## src/rtl/gpr_wb_arbiter.sv

```systemverilog
// gpr_wb_arbiter: shares the single GPR write port between the in-order WB stage (P)
// and the multi-cycle unit (M), keeping a busy scoreboard so outstanding M results
// cannot be overtaken by P writes or by new M issues to the same register.
module gpr_wb_arbiter #(
    parameter int unsigned XLEN         = 32,
    parameter int unsigned NREG         = 32,
    parameter int unsigned STARVE_LIMIT = 4,
    localparam int unsigned RW          = $clog2(NREG)
) (
    input  logic            clk,
    input  logic            reset,
    input  logic            p_valid,
    output logic            p_ready,
    input  logic [RW-1:0]   p_rd,
    input  logic [XLEN-1:0] p_data,
    input  logic            m_valid,
    output logic            m_ready,
    input  logic [RW-1:0]   m_rd,
    input  logic [XLEN-1:0] m_data,
    input  logic            iss_valid,
    output logic            iss_ready,
    input  logic [RW-1:0]   iss_rd,
    output logic            rf_wen,
    output logic [RW-1:0]   rf_waddr,
    output logic [XLEN-1:0] rf_wdata,
    output logic [NREG-1:0] busy,
    output logic            sb_err
);

    localparam int unsigned WCW = $clog2(STARVE_LIMIT + 1);

    logic [WCW-1:0]  wait_cnt;
    logic            force_m;

    logic            p_blk;
    logic            p_xfer;
    logic            m_xfer;
    logic            iss_xfer;
    logic [WCW-1:0]  wait_cnt_d;
    logic            force_m_d;
    logic [NREG-1:0] busy_d;
    logic            sb_err_d;
    logic            wr_en_d;
    logic [RW-1:0]   wr_addr_d;
    logic [XLEN-1:0] wr_data_d;

    // Grant, starvation, scoreboard and write-port next-state decode
    always_comb begin
        p_blk      = 1'b0;
        p_ready    = 1'b0;
        m_ready    = 1'b0;
        iss_ready  = 1'b0;
        p_xfer     = 1'b0;
        m_xfer     = 1'b0;
        iss_xfer   = 1'b0;
        wait_cnt_d = '0;
        force_m_d  = 1'b0;
        busy_d     = busy;
        sb_err_d   = sb_err;
        wr_en_d    = 1'b0;
        wr_addr_d  = rf_waddr;
        wr_data_d  = rf_wdata;

        // P is held off while its destination still awaits an M result
        p_blk     = p_valid && (p_rd != '0) && busy[p_rd];
        p_ready   = !force_m && !p_blk;
        m_ready   = force_m || !p_valid || p_blk;
        iss_ready = !busy[iss_rd] || (iss_rd == '0);

        p_xfer   = p_valid && p_ready;
        m_xfer   = m_valid && m_ready;
        iss_xfer = iss_valid && iss_ready;

        // Count consecutive cycles M is refused; saturate at the limit
        if (m_valid && !m_ready) begin
            if (wait_cnt != WCW'(STARVE_LIMIT)) begin
                wait_cnt_d = wait_cnt + WCW'(1);
            end else begin
                wait_cnt_d = wait_cnt;
            end
        end
        force_m_d = (wait_cnt_d == WCW'(STARVE_LIMIT));

        // P and M grants are mutually exclusive, so one write source at most
        if (p_xfer) begin
            wr_en_d   = (p_rd != '0);
            wr_addr_d = p_rd;
            wr_data_d = p_data;
        end else if (m_xfer) begin
            wr_en_d   = (m_rd != '0);
            wr_addr_d = m_rd;
            wr_data_d = m_data;
            if ((m_rd != '0) && !busy[m_rd]) begin
                sb_err_d = 1'b1;
            end
            busy_d[m_rd] = 1'b0;
        end

        // iss_ready excludes busy registers, so a set never collides with a live clear
        if (iss_xfer && (iss_rd != '0)) begin
            busy_d[iss_rd] = 1'b1;
        end
        busy_d[0] = 1'b0;
    end

    // State and output registers
    always_ff @(posedge clk or negedge reset) begin
        if (!reset) begin
            wait_cnt <= '0;
            force_m  <= 1'b0;
            busy     <= '0;
            sb_err   <= 1'b0;
            rf_wen   <= 1'b0;
            rf_waddr <= '0;
            rf_wdata <= '0;
        end else begin
            wait_cnt <= wait_cnt_d;
            force_m  <= force_m_d;
            busy     <= busy_d;
            sb_err   <= sb_err_d;
            rf_wen   <= wr_en_d;
            rf_waddr <= wr_addr_d;
            rf_wdata <= wr_data_d;
        end
    end

endmodule
```

## config.mk

```make
export PLATFORM = sky130hd
export DESIGN_NAME = gpr_wb_arbiter
export DESIGN_NICKNAME = d
export VERILOG_FILES = /design/src/rtl/gpr_wb_arbiter.sv
export SDC_FILE = /design/constraint.sdc
export NUM_CORES = 1
export LEC_CHECK = 0
export ABC_AREA = 1
export BUFFER_PORTS_ARGS = -buffer_cell sky130_fd_sc_hd__clkbuf_2
export CAP_MARGIN = 30
export CORE_ASPECT_RATIO = 1.25
export CORE_MARGIN = 4
export CORE_UTILIZATION = 35
export CTS_BUF_LIST = sky130_fd_sc_hd__clkbuf_16
export DETAILED_ROUTE_END_ITERATION = 8
export GPL_TIMING_DRIVEN = 0
export HOLD_SLACK_MARGIN = 0.05
export PLACE_DENSITY = 0.61
export SLEW_MARGIN = 20
export SYNTH_ARGS = -nofsm -noshare
export SYNTH_HDL_FRONTEND = slang
export SYNTH_SLANG_ARGS = --single-unit
```

## constraint.sdc

```tcl
create_clock -name clk -period 1.8 [get_ports clk]
set_input_delay 0 -clock clk [delete_from_list [all_inputs] [get_ports clk]]
set_output_delay 0 -clock clk [all_outputs]
set_load 0.05 [all_outputs]
```

== After elaboration in Yosys (flattened, before gate mapping) ==
Index checks and enable logic that the tools add are counted.

* Word-level logic and storage cells: 66
* Output and inout port bits: 74
* Input port bits: 84
* Bits in registers: 74

* Equal/unequal tests: 2
* Reductions and logical operators: 26
* $add $sub $neg: 1
* Order comparisons: 5
* Bitwise gates (word level): 4
* Mux-type cells: 21

{| class="wikitable"
|+ Operators with widths
! cell !! count
|-
| 32-bit two-way mux || 5
|-
| 32-bit AND || 1
|-
| 32-bit NOT || 1
|-
| 32-bit OR || 1
|-
| 5-bit by 6-bit < comparator with 1-bit output (second input constant) || 3
|-
| 1-bit binary-select mux with 5-bit select || 3
|-
| 5-bit nonzero test || 3
|-
| 1-bit logical AND || 11
|-
| 1-bit demux with 5-bit select || 2
|-
| 5-bit by 1-bit greater-or-equal comparator with 1-bit output (second input constant) || 2
|-
| 5-bit two-way mux || 2
|-
| 1-bit two-way mux || 7
|-
| 1-bit logical NOT || 6
|-
| 3-bit two-way mux || 2
|-
| 5-bit logical NOT || 1
|-
| 3-bit by 1-bit adder with 3-bit output (second input constant) || 1
|-
| 3-bit == test (second input constant) || 1
|-
| 1-bit logical OR || 3
|-
| 3-bit inequality test (second input constant) || 1
|-
| 3-bit AND reduction || 1
|-
| 2-bit nonzero test || 1
|-
| 1-bit NOT || 1
|}

== Longest topological paths before layout ==
Gate-level depths: netlist of the first run.

* Depth after elaboration: 10
* Gate-level depth with buffers: 14

== Least setup slack after synthesis of the first run ==
Ideal clock, no wire load.

* Path type: reg-to-reg
* Start point: register busy[18]
* End point: register rf_wdata[11]
* Setup slack: -117 ps
* Clock period less this slack: 1917 ps
* Stages on the path, launching flop included: 12
* Buffers on the path: 1
* Library setup time: 69 ps
* Arrival time: 1848 ps
* Required time: 1731 ps
* Path through: dfrtp_1 > inv_1 > o21ai_0 > nand2_1 > nand3_1 > nor2_1 > nand2_1 > nand3_1 > nand2_2 > buf_2 > nand3_1 > nand3_1

* Elaborated cells on any way between the ends: 10
* Classes of those cells: mux (3); reduce/logical (7)

{| class="wikitable"
|+ RTL lines
! element !! line !! RTL
|-
| start: declaration || 26 || <nowiki>output logic [NREG-1:0] busy,</nowiki>
|-
| start signal: assignment || 119 || <nowiki>busy <= busy_d;</nowiki>
|-
| 1-bit binary-select mux with 5-bit select || 65 || <nowiki>p_blk = p_valid && (p_rd != '0) && busy[p_rd];</nowiki>
|-
| 1-bit two-way mux (not written as such) || 65 ||
|-
| 1-bit logical AND || 65 ||
|-
| 1-bit logical OR || 67 || <nowiki>m_ready = force_m || !p_valid || p_blk;</nowiki>
|-
| net m_ready || 17 || <nowiki>output logic m_ready,</nowiki>
|-
| 1-bit logical AND || 71 || <nowiki>m_xfer = m_valid && m_ready;</nowiki>
|-
| 2-bit nonzero test (no line) || - ||
|-
| end signal: assignment || 123 || <nowiki>rf_wdata <= wr_data_d;</nowiki>
|-
| end: declaration || 25 || <nowiki>output logic [XLEN-1:0] rf_wdata,</nowiki>
|}

The timed path passes the listed nets, and every way through them passes these cells. The select of a mux whose other input is x is not followed.
A chain may end at the register's enable or synchronous reset.

== Final worst setup path of the first run ==
* Start point: register busy[26]
* End point: register rf_wdata[1]

* Longest elaborated chain between the ends: 7
* Elaborated cells on any way between the ends: 10
* Classes of those cells: mux (3); reduce/logical (7)

{| class="wikitable"
|+ RTL lines
! element !! line !! RTL
|-
| 1-bit binary-select mux with 5-bit select (*) || 65 ||
|-
| 1-bit two-way mux (not written as such) (*) || 65 ||
|-
| 1-bit logical AND (*) || 65 ||
|-
| 1-bit logical NOT || 66 || <nowiki>p_ready = !force_m && !p_blk;</nowiki>
|-
| 1-bit logical AND || 66 ||
|-
| 1-bit logical AND || 70 || <nowiki>p_xfer = p_valid && p_ready;</nowiki>
|-
| 32-bit two-way mux or 2-bit nonzero test (tied branches) || - ||
|}

Mark *: on every way between the ends. The rest lies on a longest branch, timed or not. The select of a mux whose other input is x is not followed.

==> flow_summary_export.csv, run 1 <==
group,metric,value,unit
outcome,status,"finished clean",
floorplanning,die_w,111,µm
sta,tightestPinTransition,0.879,ns
detailed_routing,drc,0,
worst_setup_path,path_class,"flip-flop to flip-flop",
cells_and_area,drive_gt1_share,30.0,%
sta,setup_violations,0,
sta,min_period_over_period,99.9,%
global_routing,grt_pass1_wl,30.0,mm
cells_and_area,syn_to_final_growth,53.5,%
place,gp_congestion,0.899,
clock_tree,cts_max_path_buffers,2,
pwr,p_per_area,978,mW/mm²
sta,period_minus_slack,1.80,ns
place,dp_cells,1016,
worst_setup_path,rrSetupSlack,0.002,ns
worst_setup_path,worstSetupStartpointType,"flip-flop",
sta,rsz0062_at_grt,"true",
detailed_routing,drt_wl_total,19.2,mm
synthesis,avgSynthCellArea,6.68,µm²
cells_and_area,stdcell_count,1118,
synthesis,yosysSeqAreaShare,40.1,%
synthesis,synth_seq_cells,74,
floorplanning,fp.dieH,136,µm
sta,maxSlewHeadroom,40.9,%
floorplanning,num_rows,46,
cells_and_area,final_cell_mix,"nand2_1, nand3_1, clkbuf_2",
cells_and_area,fin_util,55.3,%
clock_tree,cts.sinks,74,
global_routing,track_usage,24.8,%
cells_and_area,final_common_cell,"nand2_1",
detailed_routing,vias_per_cell,5.17,
worst_setup_path,crit_fanout,8,
detailed_routing,first_iter_violations,692,
global_routing,antenna_found_initial,0,
global_routing,grt.overflow.total,0,
min_path,hold_depth,4,
synthesis,syn_inst,692,
worst_setup_path,r2r-start,"busy[26]$_DFF_PN0_",
clock_tree,cts_tree,"yes",
synthesis,async_flop_share,100,%
pwr,vdd.ir_drop.worst,0.687,mV
job,maxCapViolCount,0,
worst_setup_path,required,2.02,ns
clock_tree,h-tree-depth,3,
place,dpl.hpwl,13.7,mm
worst_setup_path,crit_path_end_kind,"flip-flop",
cells_and_area,nNetsFinal,1033,
sta,drv_slew,0,
floorplanning,core-area,0.0128,mm²
pwr,p_leak,3.61,nW
global_routing,grt_pass1_vias,5554,
detailed_routing,vias,5777,
clock_tree,clock-root-buffer,"clkbuf_16",
min_path,hold_end,"busy[24]$_DFF_PN0_",
synthesis,ys_warn_count,0,
synthesis,synth_edf_count,0,
synthesis,syn-num-nets,778,
clock_tree,insertion_delay,0.34,ns
worst_setup_path,r2r_cells,13,
synthesis,synth.distinct_cells,27,
floorplanning,floorplan.initialDensity,36.0,%
detailed_routing,drtAntennaViolNets,0,
synthesis,netlist_area,0.00462,mm²
detailed_routing,firstDrtPassIters,6,
worst_setup_path,cp.arrival,2.01,ns
detailed_routing,wire_per_inst,17.2,µm
min_path,hold_start,"iss_rd[2]",
cells_and_area,num_antenna_cells,0,
floorplanning,io_pins,158,
synthesis,synth_ff_type,"dfrtp_1",
sta,whs,0.0819,ns
clock_tree,clk_pin_slew,0.06,ns
min_path,hold_path_class,"primary input to flip-flop",
clock_tree,numCtsBuffers,9,
sta,skew,0.00372,ns
floorplanning,die_area,0.0151,mm²
sta,hold_viol,0,
global_routing,grt_max_degree,40,
sta,fmax,556,MHz
place,io_buffers,155,
worst_setup_path,r2r-end,"rf_wdata[1]$_DFFE_PN0P_",
-- registers in the layout, indices dropped and copies added (netlist names) --
signal / flops
busy: 31
force_m: 1
rf_waddr: 5
rf_wdata: 32
rf_wen: 1
sb_err: 1
wait_cnt: 3
-- synth_stat cells (2+ instances only) --
library cell	number	share of area [%]
nand4_1	6	0.81
nand3_1	192	21
o21ai_0	20	2.2
buf_2	19	2.1
buf_1	3	0.24
xor2_1	2	0.38
ha_1	2	0.54
nor2_2	2	0.27
o22ai_1	5	0.68
nand2_2	2	0.27
buf_4	6	0.98
nand2_1	205	17
inv_1	51	4.1
nor2_1	58	4.7
nor3_1	16	1.7
buf_6	3	0.73
dfrtp_1	74	40
a22oi_1	2	0.32
clkbuf_1	10	0.81
inv_2	6	0.49
o211ai_1	2	0.32
-- cell type report --
cell class | instances | area [µm²]
Buffer | 41 | 307
Multi-Input combinational cell | 519 | 2450
Clock inverter | 5 | 50.0
Timing Repair Buffer | 244 | 1740
Sequential cell | 74 | 1890
Inverter | 58 | 220
Tap cell | 168 | 210
Fill cell | 1211 | 5740
Clock buffer | 9 | 225
-- power by group --
group	internal, mW	switching (mW)
Clock	1.05	0.690
Combinational	0.852	2.04
Sequential	1.99	0.320
Total	3.88	3.05
-- cell families (layout without fill, tap and decap cells) --
kind of cell	Yosys count	in the layout	synth area share, %
simple gates	482	482	45.5
buf+inv	99	357	9.53
flops	74	74	40.1
compound gates	32	32	3.87
fa+ha+maj	2	2	0.542
xor+xnor	2	2	0.379
other cells	1	1	0.0812
-- timing repair --
action,in CTS,in global routing
hold endpoints to repair,73,0
gates resized for setup,18,58
setup buffers,4,6
gates cloned,0,4
hold buffers,74,0
endpoints found under the setup margin,68,71
pin swaps,2,19
-- worst max-delay path, cell delays in order (launching register included) --
cell and delay [ns]:
dfrtp_2 0.43, inv_1 0.10, nand2_1 0.06, nand3_1 0.07, nand3_1 0.09, nand3_1 0.09, nand2_1 0.07, nand3_2 0.10
nand2_4 0.08, buf_12 0.15, buf_12 0.14, clkbuf_16 0.15, nand3_1 0.06, nand3_1 0.08
-- stage by stage --
stage | worst slack, ns | power [mW] | TNS [ns] | area [µm²]
after floorplan | 0.0274 | 4.03 | 0 | 4660
after global placement | -0.219 | 4.84 | -10.51 | 5640
after detailed placement | -0.0955 | 4.86 | -2.70 | 5670
after CTS | -0.00542 | 6.81 | -0.00754 | 6780
after global routing | -0.0831 | 7.28 | -2.25 | 7090
final | 0.00169 | 6.93 | 0 | 7090
-- metal layers --
| metal | vias up | global-route usage [%] | share of wire [%] |
|---|---|---|---|
| met5 | - | 0 | 0 |
| li1 | 2778 | - | - |
| met4 | 0 | 6.64 | 2.0 |
| met3 | 33 | 5.21 | 8.0 |
| met2 | 282 | 44.5 | 50 |
| met1 | 2684 | 30.3 | 40 |
-- worst max path at each step --
stage / start / endpoint / cells past startpoint
final: busy[26]$_DFF_PN0_ / rf_wdata[1]$_DFFE_PN0P_ / 13
after global routing: busy[10]$_DFF_PN0_ / rf_wdata[25]$_DFFE_PN0P_ / 12
after CTS: busy[21]$_DFF_PN0_ / m_ready / 10
after detailed placement: busy[15]$_DFF_PN0_ / busy[12]$_DFF_PN0_ / 12
after global placement: reset / busy[22]$_DFF_PN0_ / 1
after floorplan: busy[18]$_DFF_PN0_ / rf_wdata[11]$_DFFE_PN0P_ / 11
Power figures use the tool's default switching activity.
==> run 2, diff against run 1 <==
Settings changed: BUFFER_PORTS_ARGS -buffer_cell sky130_fd_sc_hd__clkbuf_2 to default, DONT_BUFFER_PORTS from default to 1, PLACE_DENSITY 0.61 to 0.51.
==> flow_summary_export.csv, run 2 (synthesis gave the netlist of run 1 again) <==
group,metric,value,unit
cells_and_area,syn_to_final_growth,47.9,%
global_routing,grt_pass1_wl,29.1,mm
global_routing,grt.overflow.total,0,
sta,hold_viol,0,
place,dpl_cell_area,0.00487,mm²
sta,setup_violations,74,
place,dpl.hpwl,13.1,mm
cells_and_area,final_cell_mix,"nand2_1, nand3_1, dlygate4sd3_1",
worst_setup_path,cp.arrival,2.19,ns
floorplanning,core-area,0.0128,mm²
detailed_routing,drt_wl_total,19.8,mm
worst_setup_path,r2r_cells,12,
global_routing,grt.busiest_layer,"met2",
cells_and_area,top_regs,"rf_wdata (32), busy (31), rf_waddr (5)",
detailed_routing,firstDrtPassIters,7,
min_path,hold_path_class,"primary input to flip-flop",
worst_setup_path,crit_fanout,7,
cells_and_area,drive_gt1_share,26.0,%
clock_tree,h-tree-depth,3,
detailed_routing,vias_per_cell,5.50,
job,maxCapViolCount,0,
cells_and_area,nNetsFinal,890,
pwr,p_per_area,976,mW/mm²
global_routing,grt_pass1_vias,5253,
worst_setup_path,r2r-start,"busy[5]$_DFF_PN0_",
sta,min_period_over_period,110,%
pwr,vdd.ir_drop.worst,0.539,mV
clock_tree,clock-root-buffer,"clkbuf_16",
worst_setup_path,crit_path_end_kind,"flip-flop",
outcome,violations,"negative setup slack",
global_routing,met2_usage,44.7,%
clock_tree,cts.sinks,74,
global_routing,gr-usage-met3,7.17,%
sta,tightestPinTransition,0.765,ns
place,io_buffers,0,
sta,drv_slew,0,
cells_and_area,num_antenna_cells,0,
global_routing,grtUsageMet1,27.3,%
clock_tree,clk_pin_slew,0.06,ns
clock_tree,insertion_delay,0.34,ns
sta,fin_ws,-0.172,ns
floorplanning,num_rows,46,
worst_setup_path,path_class,"flip-flop to flip-flop",
detailed_routing,drtAntennaViolNets,0,
place,gp_congestion,0.886,
sta,fmax,507,MHz
worst_setup_path,worstSetupStartpointType,"flip-flop",
clock_tree,cts_tree,"yes",
worst_setup_path,startpoint,"busy[5]$_DFF_PN0_",
floorplanning,die_area,0.0151,mm²
detailed_routing,drc,0,
detailed_routing,vias,5372,
worst_setup_path,r2r-end,"rf_wdata[4]$_DFFE_PN0P_",
floorplanning,io_pins,158,
pwr,finalPower,6.67,mW
worst_setup_path,rrSetupSlack,-0.17,ns
global_routing,antenna_found_initial,0,
floorplanning,fp.dieH,136,µm
clock_tree,cts_max_path_buffers,2,
detailed_routing,first_iter_violations,619,
clock_tree,numCtsBuffers,9,
worst_setup_path,endpoint,"rf_wdata[4]$_DFFE_PN0P_",
worst_setup_path,required,2.02,ns
outcome,status,"finished, violations left",
sta,period_minus_slack,1.97,ns
sta,maxSlewHeadroom,48.6,%
global_routing,track_usage,24.5,%
cells_and_area,stdcell_area,0.00683,mm²
global_routing,grt_max_degree,75,
sta,rsz0062_at_grt,"true",
cells_and_area,top_register,"rf_wdata",
cells_and_area,largest_reg_flops,32,
cells_and_area,n_fill_cell,1209,
pwr,p_leak,3.10,nW
detailed_routing,wire_per_inst,20.3,µm
floorplanning,die_w,111,µm
cells_and_area,final_common_cell,"nand2_1",
floorplanning,floorplan.initialDensity,36.0,%
sta,skew,0.00600,ns
[run 2: changes by cell type in the layout (fill, tap and decap cells not counted), sizes merged]
| cell | previous run | this run |
|---|---|---|
| bufinv | 1 | 0 |
| clkinvlp | 0 | 3 |
| buf | 43 | 42 |
| nand2 | 207 | 208 |
| inv | 59 | 55 |
| clkinv | 3 | 6 |
| clkbuf | 177 | 24 |
| dlygate4sd3 | 74 | 84 |
[run 2: worst max-delay path, stage by stage, from the launching register on]
cell and delay [ns]:
dfrtp_2 0.54, nand2_2 0.11, nand2_1 0.06, a21oi_2 0.12, nor2_2 0.05, nor2_1 0.11, nand2_2 0.07, nand3_4 0.13
nand2_8 0.12, buf_12 0.22, clkbuf_16 0.17, nand3_2 0.07, nand3_2 0.08
[run 2: where the power goes]
part | internal [mW] | leakage, nW | switching (mW) | total, mW
Combinational | 0.664 | 2.11 | 0.918 | 1.58
Clock | 0.915 | 0.128 | 0.717 | 1.63
Sequential | 1.99 | 0.864 | 1.46 | 3.45
Total | 3.57 | 3.10 | 3.10 | 6.67
[run 2: what timing repair did]
| action | CTS | global route |
|---|---|---|
| buffers inserted | 0 | 7 |
| endpoints found under the hold margin | 140 | 0 |
| resized for setup | 59 | 123 |
| setup endpoints to repair | 77 | 77 |
| hold buffers | 85 | 0 |
| gates cloned | 2 | 8 |
| pin swaps | 6 | 54 |
[run 2: metrics by stage]
step / util [%] / TNS (ns) / worst slack [ns] / hold slack, ns / cells
floorplan: - / 0 / 0.0274 / -0.296 / 692
global placement: 37.9 / -16.47 / -0.337 / -0.294 / 860
detailed placement: 37.9 / -17.87 / -0.365 / -0.293 / 860
CTS: 48.2 / -6.77 / -0.138 / 0.0561 / 962
global route: 53.2 / -14.70 / -0.259 / 0.0704 / 976
finish: 53.2 / -7.29 / -0.172 / 0.0336 / 976
[run 2: cell type report]
class / count / area (µm²) / area share [%]
clock buffers: 9 / 225 / 3.30
well taps: 168 / 210 / 3.08
inverters: 58 / 235 / 3.44
plain buffers: 41 / 334 / 4.89
flip-flops and latches: 74 / 1910 / 28.0
repair buffers: 100 / 1120 / 16.3
multi-input cells: 520 / 2770 / 40.5
clock inverters: 6 / 35.0 / 0.513
[run 2: layer usage]
layer	wire [µm]	share of wire (%)
met1	7200	36
met2	10200	52
met3	1810	9.1
met4	594	3.0
met5	0	0
[run 2: worst min-delay path by stage]
stage	from	endpoint	cells past startpoint
finish	iss_rd[4]	busy[25]$_DFF_PN0_	4
global route	iss_rd[4]	busy[24]$_DFF_PN0_	4
CTS	m_rd[2]	busy[3]$_DFF_PN0_	6
detailed placement	reset	rf_wdata[23]$_DFFE_PN0P_	0
global placement	reset	rf_wdata[23]$_DFFE_PN0P_	0
floorplan	reset	busy[10]$_DFF_PN0_	0
==> run 3, diff against run 2 <==
==> constraint.sdc (replaced) <==
create_clock -name clk -period 1.8 [get_ports clk]
set_input_delay 0.36 -clock clk [delete_from_list [all_inputs] [get_ports clk]]
set_output_delay 0.36 -clock clk [all_outputs]
set_load 0.05 [all_outputs]
==> flow_summary_export.csv, run 3 (synthesis gave the netlist of run 1 again) <==
group,metric,value,unit
sta,min_period_over_period,124,%
sta,drv_slew,0,
sta,maxSlewHeadroom,38.1,%
floorplanning,floorplan.initialDensity,36.0,%
worst_setup_path,path_class,"flip-flop to output port",
global_routing,grt_pass1_vias,4781,
floorplanning,io_pins,158,
cells_and_area,top_register,"rf_wdata",
sta,fmax,448,MHz
worst_setup_path,required,1.44,ns
min_path,hold_path_class,"primary input to asynchronous set/reset pin",
detailed_routing,drc,0,
pwr,p_leak,2.99,nW
cells_and_area,num_antenna_cells,0,
global_routing,grt.overflow.total,0,
cells_and_area,final_common_cell,"nand2_1",
cells_and_area,stdcell_count,895,
clock_tree,insertion_delay,0.34,ns
floorplanning,die_w,111,µm
outcome,status,"finished, violations left",
place,io_buffers,0,
worst_setup_path,r2r-end,"rf_wdata[26]$_DFFE_PN0P_",
floorplanning,num_rows,46,
sta,setup_tns,-21.15,ns
clock_tree,numCtsBuffers,9,
cells_and_area,syn_to_final_growth,40.3,%
floorplanning,die_area,0.0151,mm²
pwr,p_per_area,1080,mW/mm²
floorplanning,core-area,0.0128,mm²
floorplanning,fp.dieH,136,µm
cells_and_area,top_regs,"rf_wdata (32), busy (31), rf_waddr (5)",
detailed_routing,drtAntennaViolNets,0,
cells_and_area,fin_util,50.5,%
worst_setup_path,startpoint,"busy[20]$_DFF_PN0_",
sta,hold_viol,74,
sta,rsz0062_at_grt,"true",
clock_tree,cts_tree,"yes",
clock_tree,cts.sinks,74,
cells_and_area,final_cell_mix,"nand2_1, nand3_1, nand3_2",
cells_and_area,nNetsFinal,808,
cells_and_area,largest_reg_flops,32,
worst_setup_path,worstSetupStartpointType,"flip-flop",
worst_setup_path,r2r_cells,14,
sta,skew,0.00688,ns
sta,fin_ws,-0.431,ns
clock_tree,cts_max_path_buffers,2,
global_routing,antenna_found_initial,0,
clock_tree,clock-root-buffer,"clkbuf_16",
global_routing,track_usage,22.9,%
global_routing,grt_pass1_wl,27.0,mm
cells_and_area,drive_gt1_share,35.4,%
worst_setup_path,crit_path_end_kind,"output port",
detailed_routing,vias_per_cell,5.56,
detailed_routing,first_iter_violations,412,
sta,period_minus_slack,2.23,ns
worst_setup_path,endpoint,"p_ready",
pwr,finalPower,6.98,mW
global_routing,grt_max_degree,75,
place,gp_congestion,0.877,
job,maxCapViolCount,0,
sta,setup_violations,76,
outcome,violations,"negative hold slack, negative setup slack",
detailed_routing,firstDrtPassIters,5,
worst_setup_path,crit_fanout,5,
pwr,vdd.ir_drop.worst,0.566,mV
detailed_routing,drt_wl_total,18.6,mm
cells_and_area,multi_input_area,0.00308,mm²
place,dpl.hpwl,13.2,mm
worst_setup_path,rrSetupSlack,-0.36,ns
cells_and_area,regArea,0.00190,mm²
place,dp_cells,860,
detailed_routing,wire_per_inst,20.8,µm
worst_setup_path,cp.arrival,1.87,ns
worst_setup_path,r2r-start,"busy[20]$_DFF_PN0_",
detailed_routing,vias,4978,
sta,whs,-0.290,ns
clock_tree,h-tree-depth,3,
cells_and_area,n_fill_cell,1239,
clock_tree,clk_pin_slew,0.06,ns
sta,tightestPinTransition,0.928,ns
## run 3: worst min path at each step
stage / cells past startpoint / to / start
after floorplan: 0 / busy[10]$_DFF_PN0_ / reset
after global placement: 0 / rf_wdata[24]$_DFFE_PN0P_ / reset
after detailed placement: 0 / rf_wdata[24]$_DFFE_PN0P_ / reset
after CTS: 0 / rf_wdata[24]$_DFFE_PN0P_ / reset
after global routing: 0 / rf_wdata[24]$_DFFE_PN0P_ / reset
final: 0 / rf_wdata[24]$_DFFE_PN0P_ / reset
## run 3: worst max-delay path, stage by stage (launching register included)
cell,delay [ns]
dfrtp_2,0.58
nand2_1,0.10
nand3_1,0.08
nand2_1,0.06
nor2_2,0.12
nor2_1,0.05
nand2_1,0.07
nand3_2,0.11
nand2_2,0.11
clkinvlp_4,0.24
## run 3: per-stage QoR
| step | setup WS (ns) | cell area [µm²] |
|---|---|---|
| finish | -0.431 | 6480 |
| global route | -0.494 | 6480 |
| CTS | -0.462 | 5510 |
| detailed placement | -0.382 | 4870 |
| global placement | -0.360 | 4870 |
| floorplan | 0.0119 | 4660 |
## run 3: layout make-up
type / count / share of cell area [%]
multi-input cells: 519 / 47.5
inverters: 58 / 3.67
repair buffers: 19 / 5.41
clock buffers: 9 / 3.48
clock inverters: 7 / 1.83
plain buffers: 41 / 5.56
flip-flops and latches: 74 / 29.3
well taps: 168 / 3.24
## run 3: layer usage
layer  up-vias  routed length [µm]  track usage (%)
met5         -                   0                0
met4         0                 456             8.01
met3        34                1620             7.03
met2       232                9670             41.3
met1      2387                6880             25.7
li1       2325                   -                -
## run 3: power breakdown
part,switching [mW],leakage [nW],internal [mW],total (mW)
registers,1.44,0.864,1.98,3.42
logic,0.869,1.95,0.599,1.47
clock network,0.736,0.167,1.35,2.09
## run 3: repair_timing
item	in CTS	in global routing
endpoints found under the setup margin	77	77
gates cloned	3	8
endpoints found under the hold margin	74	74
gates resized for setup	86	165
buffers inserted	2	7
pin swaps	14	59
